## src/rtl/nebula_pkg.sv

```systemverilog
// -----------------------------------------------------------------------------
// nebula_pkg
// Shared nebula NoC types and helpers.
//   noc_flit_t / flit_type_e  : flit format seen by routers and injectors
//   is_head_flit()            : flit opens a packet (HEAD or SINGLE)
//   is_tail_flit()            : flit closes a packet (TAIL or SINGLE)
//   INJ_STALL_LIMIT_DEFAULT   : default watchdog limit for the local injector
//   inj_arb_state_e           : local injection arbiter states
// -----------------------------------------------------------------------------
package nebula_pkg;

   typedef enum logic [1:0] {
      FLIT_HEAD   = 2'd0,
      FLIT_BODY   = 2'd1,
      FLIT_TAIL   = 2'd2,
      FLIT_SINGLE = 2'd3
   } flit_type_e;

   typedef struct packed {
      flit_type_e  flit_type;
      logic [3:0]  dest;
      logic [31:0] payload;
   } noc_flit_t;

   localparam int NOC_FLIT_W              = $bits(noc_flit_t);
   localparam int INJ_STALL_LIMIT_DEFAULT = 256;

   typedef enum logic {
      INJ_IDLE   = 1'b0,
      INJ_LOCKED = 1'b1
   } inj_arb_state_e;

   // A SINGLE flit is both the first and the last flit of its packet, so it
   // counts as a head and as a tail.
   function automatic logic is_head_flit(input noc_flit_t f);
      return (f.flit_type == FLIT_HEAD) || (f.flit_type == FLIT_SINGLE);
   endfunction

   function automatic logic is_tail_flit(input noc_flit_t f);
      return (f.flit_type == FLIT_TAIL) || (f.flit_type == FLIT_SINGLE);
   endfunction

endpackage

```

## src/rtl/nebula_rr_picker.sv

```systemverilog
// -----------------------------------------------------------------------------
// nebula_rr_picker
// Combinational rotating-priority encoder. Returns the first set request at or
// after ptr, wrapping around. Also usable for router output allocation.
//   req   in  N      request vector
//   ptr   in  IW     highest-priority index
//   grant out N      one-hot grant (all zero when nothing requests)
//   idx   out IW     index of the granted request (0 when none)
//   any   out 1      at least one request present
// -----------------------------------------------------------------------------
module nebula_rr_picker #(
   parameter  int N  = 4,
   localparam int IW = $clog2(N)
) (
   input  logic [N-1:0]  req,
   input  logic [IW-1:0] ptr,
   output logic [N-1:0]  grant,
   output logic [IW-1:0] idx,
   output logic          any
);

   // cand_idx[k] is the requester with the k-th highest priority this cycle.
   logic [IW-1:0] cand_idx [N];

   for (genvar gi = 0; gi < N; gi++) begin : g_cand
      assign cand_idx[gi] = IW'((int'(ptr) + gi) % N);
   end

   always_comb begin
      idx = '0;
      any = |req;
      // Scan from lowest priority to highest so the highest-priority hit is
      // the one left in idx.
      for (int off = N - 1; off >= 0; off--) begin
         if (req[cand_idx[off]]) begin
            idx = cand_idx[off];
         end
      end
      grant = any ? (N'(1) << idx) : '0;
   end

endmodule

```

## src/rtl/nebula_local_inject_arb.sv

```systemverilog
// -----------------------------------------------------------------------------
// nebula_local_inject_arb
// Packet-atomic round-robin arbiter for the local injection port of a
// nebula_router. NUM_REQ on-node requesters share one registered output slot;
// a grant taken on a HEAD flit stays with its owner until the TAIL is
// accepted, so packets never interleave.
//
// Ports
//   clk, rst_n   clock, synchronous active-low reset
//   req_valid    per-requester flit valid
//   req_flit     per-requester flit
//   req_ready    per-requester accept (combinational)
//   out_valid    flit valid to router local input (registered)
//   out_flit     flit to router local input (registered)
//   out_ready    router local input ready
//   busy         grant is locked to one requester
//   grant_id     current or last owner
//   orphan_err   sticky: BODY/TAIL dropped while no packet was open
//   stall_err    sticky: locked owner idle for STALL_LIMIT cycles
//   flit_cnt     per-requester accepted-flit counters
//
// Build option: define NEBULA_INJ_STATS_EN to include the saturating
// per-requester flit counters; otherwise flit_cnt is tied to zero.
// -----------------------------------------------------------------------------
module nebula_local_inject_arb
   import nebula_pkg::*;
#(
   parameter  int NUM_REQ     = 4,
   parameter  int STALL_LIMIT = INJ_STALL_LIMIT_DEFAULT,
   parameter  int CNT_W       = 16,
   localparam int IDW         = $clog2(NUM_REQ)
) (
   input  logic                            clk,
   input  logic                            rst_n,
   input  logic [NUM_REQ-1:0]              req_valid,
   input  noc_flit_t [NUM_REQ-1:0]         req_flit,
   output logic [NUM_REQ-1:0]              req_ready,
   output logic                            out_valid,
   output noc_flit_t                       out_flit,
   input  logic                            out_ready,
   output logic                            busy,
   output logic [IDW-1:0]                  grant_id,
   output logic                            orphan_err,
   output logic                            stall_err,
   output logic [NUM_REQ-1:0][CNT_W-1:0]   flit_cnt
);

   localparam int WD_W = $clog2(STALL_LIMIT + 1);

   inj_arb_state_e   state_reg, state_next;
   logic [IDW-1:0]   rr_ptr_reg, rr_ptr_next;
   logic [IDW-1:0]   grant_id_reg, grant_id_next;
   logic             out_valid_reg;
   noc_flit_t        out_flit_reg;
   logic             orphan_err_reg;
   logic             stall_err_reg;
   logic [WD_W-1:0]  wd_cnt_reg;

   logic [NUM_REQ-1:0] head_req;
   logic [NUM_REQ-1:0] orphan_req;
   logic [NUM_REQ-1:0] orphan_onehot;
   logic [NUM_REQ-1:0] head_grant;
   logic [IDW-1:0]     head_idx;
   logic               head_any;

   logic               slot_free;
   logic               xfer;
   logic [IDW-1:0]     xfer_idx;
   logic               drop;

   // Split valid requests into packet openers and stray continuation flits.
   for (genvar gi = 0; gi < NUM_REQ; gi++) begin : g_classify
      assign head_req[gi]   = req_valid[gi] &&  is_head_flit(req_flit[gi]);
      assign orphan_req[gi] = req_valid[gi] && !is_head_flit(req_flit[gi]);
   end

   // Lowest set bit of orphan_req (x & -x).
   assign orphan_onehot = orphan_req & (~orphan_req + NUM_REQ'(1));

   nebula_rr_picker #(
      .N (NUM_REQ)
   ) u_head_pick (
      .req   (head_req),
      .ptr   (rr_ptr_reg),
      .grant (head_grant),
      .idx   (head_idx),
      .any   (head_any)
   );

   // The slot can take a new flit if it is empty or is draining this cycle.
   assign slot_free = !out_valid_reg || out_ready;

   always_comb begin
      state_next    = state_reg;
      rr_ptr_next   = rr_ptr_reg;
      grant_id_next = grant_id_reg;
      req_ready     = '0;
      xfer          = 1'b0;
      xfer_idx      = grant_id_reg;
      drop          = 1'b0;

      case (state_reg)
         INJ_IDLE: begin
            if (head_any) begin
               // Openers wait for the slot; they are never dropped.
               if (slot_free) begin
                  req_ready     = head_grant;
                  xfer          = 1'b1;
                  xfer_idx      = head_idx;
                  grant_id_next = head_idx;
                  rr_ptr_next   = (head_idx == IDW'(NUM_REQ - 1)) ? '0
                                                                  : head_idx + IDW'(1);
                  if (req_flit[head_idx].flit_type == FLIT_HEAD) begin
                     state_next = INJ_LOCKED;
                  end
               end
            end else if (|orphan_req) begin
               // A stray BODY/TAIL would block its requester forever; swallow
               // it without touching the slot and flag it.
               req_ready = orphan_onehot;
               drop      = 1'b1;
            end
         end

         INJ_LOCKED: begin
            if (slot_free) begin
               req_ready[grant_id_reg] = 1'b1;
               if (req_valid[grant_id_reg]) begin
                  xfer = 1'b1;
                  // Only TAIL closes the packet; an owner's HEAD/SINGLE is
                  // forwarded as data.
                  if (req_flit[grant_id_reg].flit_type == FLIT_TAIL) begin
                     state_next = INJ_IDLE;
                  end
               end
            end
         end

         default: begin
            state_next = INJ_IDLE;
         end
      endcase
   end

   always_ff @(posedge clk) begin
      if (!rst_n) begin
         state_reg      <= INJ_IDLE;
         rr_ptr_reg     <= '0;
         grant_id_reg   <= '0;
         out_valid_reg  <= 1'b0;
         out_flit_reg   <= '0;
         orphan_err_reg <= 1'b0;
         stall_err_reg  <= 1'b0;
         wd_cnt_reg     <= '0;
      end else begin
         state_reg    <= state_next;
         rr_ptr_reg   <= rr_ptr_next;
         grant_id_reg <= grant_id_next;

         // out_flit only changes on a transfer, and a transfer needs a free
         // slot, so the flit is held while the router back-pressures.
         if (xfer) begin
            out_valid_reg <= 1'b1;
            out_flit_reg  <= req_flit[xfer_idx];
         end else if (out_ready) begin
            out_valid_reg <= 1'b0;
         end

         if (drop) begin
            orphan_err_reg <= 1'b1;
         end

         // Watchdog: held at zero outside LOCKED so it starts from zero on
         // entry; saturates at the limit and only raises a flag.
         if ((state_reg != INJ_LOCKED) || xfer) begin
            wd_cnt_reg <= '0;
         end else if (wd_cnt_reg == WD_W'(STALL_LIMIT - 1)) begin
            stall_err_reg <= 1'b1;
         end else begin
            wd_cnt_reg <= wd_cnt_reg + WD_W'(1);
         end
      end
   end

   assign out_valid  = out_valid_reg;
   assign out_flit   = out_flit_reg;
   assign busy       = (state_reg == INJ_LOCKED);
   assign grant_id   = grant_id_reg;
   assign orphan_err = orphan_err_reg;
   assign stall_err  = stall_err_reg;

`ifdef NEBULA_INJ_STATS_EN
   logic [NUM_REQ-1:0][CNT_W-1:0] flit_cnt_reg;

   for (genvar gi = 0; gi < NUM_REQ; gi++) begin : g_stats
      always_ff @(posedge clk) begin
         if (!rst_n) begin
            flit_cnt_reg[gi] <= '0;
         end else if (xfer && (xfer_idx == IDW'(gi)) && (flit_cnt_reg[gi] != '1)) begin
            flit_cnt_reg[gi] <= flit_cnt_reg[gi] + CNT_W'(1);
         end
      end
   end

   assign flit_cnt = flit_cnt_reg;
`else
   assign flit_cnt = '0;
`endif

endmodule

```

## config.mk

```make
export PLATFORM = sky130hd
export DESIGN_NAME = nebula_local_inject_arb
export DESIGN_NICKNAME = d
export VERILOG_FILES = /design/src/rtl/nebula_pkg.sv /design/src/rtl/nebula_rr_picker.sv /design/src/rtl/nebula_local_inject_arb.sv
export SDC_FILE = /design/constraint.sdc
export NUM_CORES = 1
export LEC_CHECK = 0
export ABC_AREA = 1
export CAP_MARGIN = 20
export CORE_MARGIN = 5
export CORE_UTILIZATION = 37
export DETAILED_ROUTE_END_ITERATION = 16
export PLACE_DENSITY = 0.83
export SLEW_MARGIN = 40
export SYNTH_ARGS = -nofsm -noshare
export SYNTH_HDL_FRONTEND = slang
export SYNTH_SLANG_ARGS = --single-unit
```

## constraint.sdc

```tcl
create_clock -name clk -period 1.85 [get_ports clk]
set_input_delay 0.2775 -clock clk [delete_from_list [all_inputs] [get_ports clk]]
set_output_delay 0.2775 -clock clk [all_outputs]
set_load 0.005 [all_outputs]
```

==> results of run 1 <==
==> power groups by stage <==
stage	registers [uW]	logic, uW	clock network (uW)
after floorplan	2010	4600	0
after global placement	1930	8030	0
after detailed placement	1960	8100	0
after CTS	1950	10500	1050
after global routing	2030	13500	1090
final	1970	12600	1010
==> cells in the final DEF (no fill, tap or decap), drive strengths merged <==
| master | netlist | routed |
|---|---|---|
| dlygate4sd2 | 0 | 8 |
| o21a | 38 | 38 |
| a21oi | 12 | 12 |
| o311ai | 1 | 1 |
| or2 | 1 | 1 |
| bufbuf | 0 | 1 |
| a32o | 1 | 1 |
| nor2 | 20 | 20 |
| ha | 6 | 6 |
| a31oi | 1 | 1 |
| nand4 | 7 | 7 |
| nor3b | 2 | 2 |
| inv | 213 | 216 |
| dfxtp | 55 | 55 |
| clkdlybuf4s50 | 0 | 189 |
| o211ai | 2 | 2 |
| nor3 | 3 | 3 |
| diode | 0 | 1 |
| nand2 | 181 | 182 |
| o21ai | 8 | 8 |
| clkbuf | 13 | 11 |
| nand3 | 212 | 212 |
| clkdlybuf4s15 | 0 | 2 |
| conb | 1 | 64 |
| clkinvlp | 0 | 1 |
| buf | 97 | 104 |
| xor2 | 2 | 2 |
==> what timing repair did <==
action,4_1_cts,5_1_grt
setup buffers,15,9
gates resized for setup,105,193
endpoints found under the setup margin,48,55
pin swaps,23,67
gates cloned,13,6
==> metrics by stage <==
step	hold slack, ns	total power (uW)
2_1_floorplan	0.449	6610
3_3_place_gp	0.433	9960
3_5_place_dp	0.446	10100
4_1_cts	0.283	13600
5_1_grt	0.316	16600
6_report	0.305	15600
==> final cells by class <==
type	count	area [um^2]	share of cell area (%)
multi-input combinational	562	3590	38.8
antenna	1	2.50	0.0270
tap	180	225	2.43
inverter	214	816	8.81
clock inverter	3	27.5	0.297
clock buffer	5	125	1.35
sequential	55	1120	12.1
timing repair buffer	310	3350	36.2
==> worst max-delay path by stage <==
stage	startpoint	end	slack, ns	cells past startpoint
after global placement	req_flit[36]	req_ready[0]	-0.92	15
after global routing	rr_ptr_reg[0]$_SDFFE_PN0P_	out_flit[12]$_SDFFE_PN0P_	-0.41	18
after CTS	rr_ptr_reg[0]$_SDFFE_PN0P_	req_ready[3]	-0.32	13
final	rr_ptr_reg[0]$_SDFFE_PN0P_	req_ready[0]	-0.31	12
after floorplan	grant_id[0]$_SDFF_PN0_	out_flit[0]$_SDFFE_PN0P_	0.001	11
after detailed placement	req_flit[36]	req_ready[0]	-0.94	15
==> critical path: cells and delay by family (launching register included) <==
| family | cells | cell delay, ns |
|---|---|---|
| AO/OA/AOI/OAI | 2 | 0.13 |
| adder cells (fa/ha/maj) | 1 | 0.20 |
| buffers and inverters | 2 | 0.23 |
| flip-flops | 1 | 0.37 |
| AND/OR/NAND/NOR | 7 | 0.64 |
==> logic make-up (layout without fill, tap and decap cells) <==
kind of cell	count (synthesis)	after routing	synth area share, %
and+or+nand+nor	426	427	38.2
buffers and inverters	324	532	29.9
AOI/OAI and AO/OA	63	63	8.52
DFF	55	55	21.5
adders and majority gates	6	6	1.47
xor gates and xnor gates	2	2	0.342
other	1	65	0.0732
==> metal layers <==
metal  part of all wire, %  global-route usage, %  vias up
met1                    38                   26.5     3011
met3                   8.7                   6.50       45
met5                     0                      0        -
met2                    51                   41.1      278
li1                      -                      -     3122
met4                   3.0                   6.55        0
==> key figures, run 1 <==
Placed design
  • Pre-CTS setup slack: -0.945 ns
  • Port Buf Inserts: 206
  • Placer congestion estimate: 0.918
  • Hpwl dp: 13400 um
  • Placed cells: 1287
  • Area after DPL: 7580 um^2

Power
  • Combinational share of power: 80.9%
  • Internal Power: 8390 uW
  • Static Leak: 0.00484 uW
  • Clock group share of total power: 6.5%
  • Power Dens Cells: 1690 nW/um^2
  • Sequential Power Share: 12.6%
  • Sw frac: 46.3%
  • Sw power: 7220 uW
  • Max IR drop VDD: 0.837 mV

Job
  • Max_cap viols: 0

Synth
  • Synth top cells by count: nand3_1 (208), inv_1 (202), nand2_1 (174), buf_4 (70), dfxtp_1 (55)
  • Cell area after synthesis: 5120 um^2
  • Synth area leaders: dfxtp_1 (21%), nand3_1 (20%), inv_1 (15%), nand2_1 (13%), buf_4 (10%)
  • Register area share after synthesis: 21.5%
  • Top FF cell, synth: dfxtp_1
  • Number of synthesized flops with an enable pin: 0
  • Gate Count Post-Synth: 877
  • Synth top area share: 21.5%
  • #FFs+latches synth: 55
  • Post-synthesis cell type count: 32
  • Ys Warns: 0
  • Syn_area_per_cell: 5.84 um^2
  • Count leader, synth: nand3_1
  • Post-synth ARST share: 0%
  • Largest area contributor in the netlist: dfxtp_1

Critical path
  • CP Data Arrival Time: 1.88 ns
  • R2R Path Start: rr_ptr_reg[0]$_SDFFE_PN0P_
  • Crit-path slowest cell: dfxtp_4
  • Critical Path Start Type: register
  • CP required: 1.57 ns
  • Peak per-stage delay on the critical path: 0.37 ns
  • CP Max Fanout: 5
  • R2r setup slk: -0.26 ns
  • R2r endpoint: out_flit[16]$_SDFFE_PN0P_
  • Critical path, cell by cell: inv_2 -> nand4_1 -> nand2_2 -> a21oi_2 -> nand2_1 -> nand2_1 -> nand2_2 -> nand2_4 -> ha_1 -> nand2_1 -> o211ai_1 -> buf_2
  • Cell repeated most along the worst path: nand2_1
  • FF-to-FF path depth: 18
  • CP endpoint kind: primary output
  • Crit path kind: reg2out

Hold path
  • Hold path depth: 3
  • Hold path start: rst_n
  • Hold WC Path Type: in2reg
  • Worst hold endpoint: rr_ptr_reg[1]$_SDFFE_PN0P_

Layout
  • Final Util: 67.5%
  • Final cell count without fillers: 1330
  • Area Growth Syn to Fin: 80.7%
  • Final Cell Area: 9260 um^2
  • Share of layout cells above drive strength 1: 28.3%
  • Final nets: 1313
  • Largest register FFs: 38
  • # fillers: 1117

Timing
  • Clk_skew: 0.00548 ns
  • Final WS setup: -0.305 ns
  • Crit share post-route: 117%
  • RSZ-0062 raised after global routing: true
  • Fmax: 464 MHz
  • Final hold violation count: 0
  • Final setup violating endpoints: 43
  • Max Slew Vio Count: 0
  • Crit path time final: 2.16 ns
  • Sum Neg Setup Slack: -8.87 ns

Detailed routing
  • Routed WL: 21600 um
  • DRC viols: 0
  • Iter 0 DRT Violations: 382
  • Vias: 6456
  • Avg WL per Cell: 16.2 um
  • Post-route ant nets: 0
  • First-pass DRT Iterations: 4
  • Vias/cell: 4.85

Clocking
  • Clock tree buffer depth: 2
  • CTS Sinks: 55
  • H-tree levels: 2
  • Root buffer cell: clkbuf_16
  • CTS clock-pin slew for the worst setup and hold paths: 0.08 ns
  • CTS tree: yes
  • Worst skew pair latency: 0.30 ns
  • CTS buffer count: 5
  • Hold buffer count at CTS: 0

Global route
  • First-pass GRT wire length: 30200 um
  • Initial antenna violation count: 0
  • Number of global-route vias before repair: 6117
  • Largest net degree at the start of global routing: 49
  • All-layer global routing usage: 22.9%
  • Total gr overflow: 0

Floorplanning
  • Placeable Area: 13700 um^2
  • Chip width: 128 um
  • DIE AREA: 16300 um^2
  • FP Rows: 43
  • Die Span Y: 128 um
  • Starting Density: 37.3%
  • # IOs: 271

Run status
  • Status: finished with violations
  • Failing checks: negative setup slack
No activity file was read; power rests on OpenSTA's default activity.
==> inputs of run 2 (changes only) <==
--- a/config.mk
+++ b/config.mk
@@ -10,7 +10,7 @@
 export CORE_MARGIN = 5
 export CORE_UTILIZATION = 37
 export DETAILED_ROUTE_END_ITERATION = 16
-export PLACE_DENSITY = 0.83
+export PLACE_DENSITY = 0.79
 export SLEW_MARGIN = 40
 export SYNTH_ARGS = -nofsm -noshare
 export SYNTH_HDL_FRONTEND = slang
==> run 2 against run 1 <==
Net effect: the run still ends with negative setup slack left; die area unchanged; hold slack improved by 0.052 ns; sequential cell count unchanged; global-route usage fell by 3.3 points; routed wire length fell by 7.1%; critical endpoint is now out_flit[23]$_SDFFE_PN0P_; largest cell class unchanged.
==> key figures, run 2 (synthesis gave the netlist of run 1 again) <==
Detailed routing
  • Iter 0 DRT Violations: 272 (-29%)
  • DRC viols: 0 (unchanged)
  • Avg WL per Cell: 15.2 um (-6.1%)
  • Post-route ant nets: 0 (unchanged)
  • Vias: 6142 (-4.9%)
  • Vias/cell: 4.67 (-3.8%)
  • Routed WL: 20000 um (-7.1%)
  • First-pass DRT Iterations: 5 (+1)

Power
  • Static Leak: 0.00464 uW (-4.2%)
  • Pwr Total: 14200 uW (-9.3%)
  • Power Dens Cells: 1620 nW/um^2 (-4.1%)
  • Internal Power: 7520 uW (-10%)
  • Sw frac: 46.9% (+0.64 points)
  • Max IR drop VDD: 0.857 mV (+2.4%)
  • Combinational share of power: 78.9% (-2.0 points)
  • Sequential Power Share: 14.1% (+1.5 points)
  • Sw power: 6640 uW (-8.1%)
  • Clock group share of total power: 7.0% (+0.5 points)

Layout
  • Multi-input logic area: 3390 um^2 (-5.7%)
  • Commonest non-fill, non-tap cells in the layout: inv_1 (197), clkdlybuf4s50_1 (189), nand3_1 (153), nand2_1 (125), conb_1 (64)
  • Most common cell after layout, fill and taps aside: inv_1
  • Area Growth Syn to Fin: 70.8%
  • Final nets: 1299 (-1.1%)
  • Storage element area: 1110 um^2 (-0.34%)
  • Largest register FFs: 38 (unchanged)
  • Share of layout cells above drive strength 1: 23.1% (-5.2 points)
  • ANT cells: 0 (-1)
  • # fillers: 1238 (+11%)

Critical path
  • Worst setup endpoint: out_flit[23]$_SDFFE_PN0P_
  • CP required: 2.04 ns (+0.47 ns)
  • Critical Path Start Type: register
  • CP Data Arrival Time: 2.41 ns (+0.53 ns)
  • R2r setup slk: -0.36 ns (-0.10 ns)
  • FF-to-FF path depth: 17 (-1)
  • CP endpoint kind: register
  • Critical Path Source: rr_ptr_reg[0]$_SDFFE_PN0P_
  • CP Max Fanout: 6 (+1)
  • Crit path kind: reg2reg
  • R2R Path Start: rr_ptr_reg[0]$_SDFFE_PN0P_
  • R2r endpoint: out_flit[23]$_SDFFE_PN0P_

Global route
  • Grt met2 use: 35.3% (-5.8 points)
  • Initial antenna violation count: 0 (unchanged)
  • Largest net degree at the start of global routing: 50 (+2.0%)
  • GRT met1 Usage: 22.6% (-3.9 points)
  • Met3 Track Usage GR: 5.33% (-1.2 points)
  • Number of global-route vias before repair: 5454 (-11%)
  • GR peak layer: met2
  • Total gr overflow: 0 (unchanged)
  • First-pass GRT wire length: 26100 um (-14%)
  • All-layer global routing usage: 19.6% (-3.3 points)

Placed design
  • Hpwl dp: 13400 um (-0.24%)
  • Placer congestion estimate: 0.922 (+0.51%)
  • Pre-CTS setup slack: -0.962 ns (-0.0173 ns)
  • Port Buf Inserts: 206 (unchanged)

Floorplanning
  • Placeable Area: 13700 um^2 (unchanged)
  • Die Span Y: 128 um (unchanged)
  • Chip width: 128 um (unchanged)
  • Starting Density: 37.3% (unchanged)
  • DIE AREA: 16300 um^2 (unchanged)
  • FP Rows: 43 (unchanged)
  • # IOs: 271 (unchanged)

Timing
  • Crit path time final: 2.21 ns (+0.0584 ns)
  • Clk_skew: 0.00566 ns (+0.000178 ns)
  • Max Slew Vio Count: 0 (unchanged)
  • Fmax: 452 MHz (-2.6%)
  • Final hold violation count: 0 (unchanged)
  • Crit share post-route: 120% (+3.2 points)
  • RSZ-0062 raised after global routing: true
  • Final setup violating endpoints: 44 (+2.3%)
  • Final WS setup: -0.364 ns (-0.0584 ns)

Clocking
  • Hold buffer count at CTS: 0 (unchanged)
  • CTS tree: yes
  • Root buffer cell: clkbuf_16
  • CTS clock-pin slew for the worst setup and hold paths: 0.07 ns (about the same)
  • CTS Sinks: 55 (unchanged)
  • CTS buffer count: 5 (unchanged)
  • Worst skew pair latency: 0.29 ns (about the same)
  • Clock tree buffer depth: 2 (unchanged)
  • H-tree levels: 2 (unchanged)

Run status
  • Status: finished with violations
  • Failing checks: negative setup slack

Job
  • Max_cap viols: 0 (unchanged)

Hold path
  • Hold WC Path Type: in2reg
[run 2: final cells by class]
type / instances / share of cell area, %
Sequential cell: 55 / 12.7
Multi-Input combinational cell: 564 / 38.7
Clock inverter: 3 / 0.329
Inverter: 214 / 9.25
Timing Repair Buffer: 294 / 34.9
Clock buffer: 5 / 1.43
Tap cell: 180 / 2.57
[run 2: timing repair]
item | in CTS | in global routing
pin swaps | 23 | 56
gates cloned | 0 | 18
gates resized for setup | 81 | 131
buffers inserted | 4 | 5
endpoints found under the setup margin | 47 | 53
[run 2: layer usage]
metal  share of wire (%)  up-vias
met5                   0        -
met4                 2.4        0
met3                 8.2       32
met2                  51      251
met1                  39     2775
li1                    -     3084
[run 2: through the flow]
step	instance area (um^2)	setup TNS [ns]	util (%)	cells	hold slack, ns
after CTS	7850	-11.88	57.2	1292	0.362
after detailed placement	7510	-34.69	54.8	1281	0.459
after global routing	8750	-20.15	63.8	1315	0.391
after floorplan	5360	0	-	940	0.449
final	8750	-13.97	63.8	1315	0.357
after global placement	7510	-33.39	54.8	1281	0.432
[run 2: how the worst min path moves through the flow]
stage	from	end	slack, ns	cells past startpoint
2_1_floorplan	stall_err$_SDFFE_PN0P_	stall_err$_SDFFE_PN0P_	0.45	2
3_3_place_gp	stall_err$_SDFFE_PN0P_	stall_err$_SDFFE_PN0P_	0.43	2
3_5_place_dp	orphan_err$_SDFFE_PN0P_	orphan_err$_SDFFE_PN0P_	0.46	2
4_1_cts	rst_n	out_flit[5]$_SDFFE_PN0P_	0.36	4
5_1_grt	rst_n	out_flit[5]$_SDFFE_PN0P_	0.39	4
6_report	rst_n	out_flit[5]$_SDFFE_PN0P_	0.36	4
[run 2: power by group through the flow]
| stage | Clock, uW | Combinational, uW | Sequential [uW] |
|---|---|---|---|
| after floorplan | 0 | 4600 | 2010 |
| after global placement | 0 | 7850 | 1970 |
| after detailed placement | 0 | 7850 | 1990 |
| after CTS | 1010 | 8230 | 1990 |
| after global routing | 1080 | 12000 | 2050 |
| final | 986 | 11200 | 2000 |
[run 2: critical path, cell delays in order, from the launching register on]
cell       delay, ns
dfxtp_4         0.42
inv_6           0.06
buf_4           0.13
buf_4           0.13
buf_4           0.12
nand2_1         0.05
nand3_1         0.08
nand2_2         0.11
buf_6           0.14
buf_6           0.13
nand2_8         0.11
nand2_8         0.15
clkbuf_16       0.17
nand2_2         0.06
nand3_2         0.06
nand3_1         0.07
nand2_1         0.06
inv_1           0.04
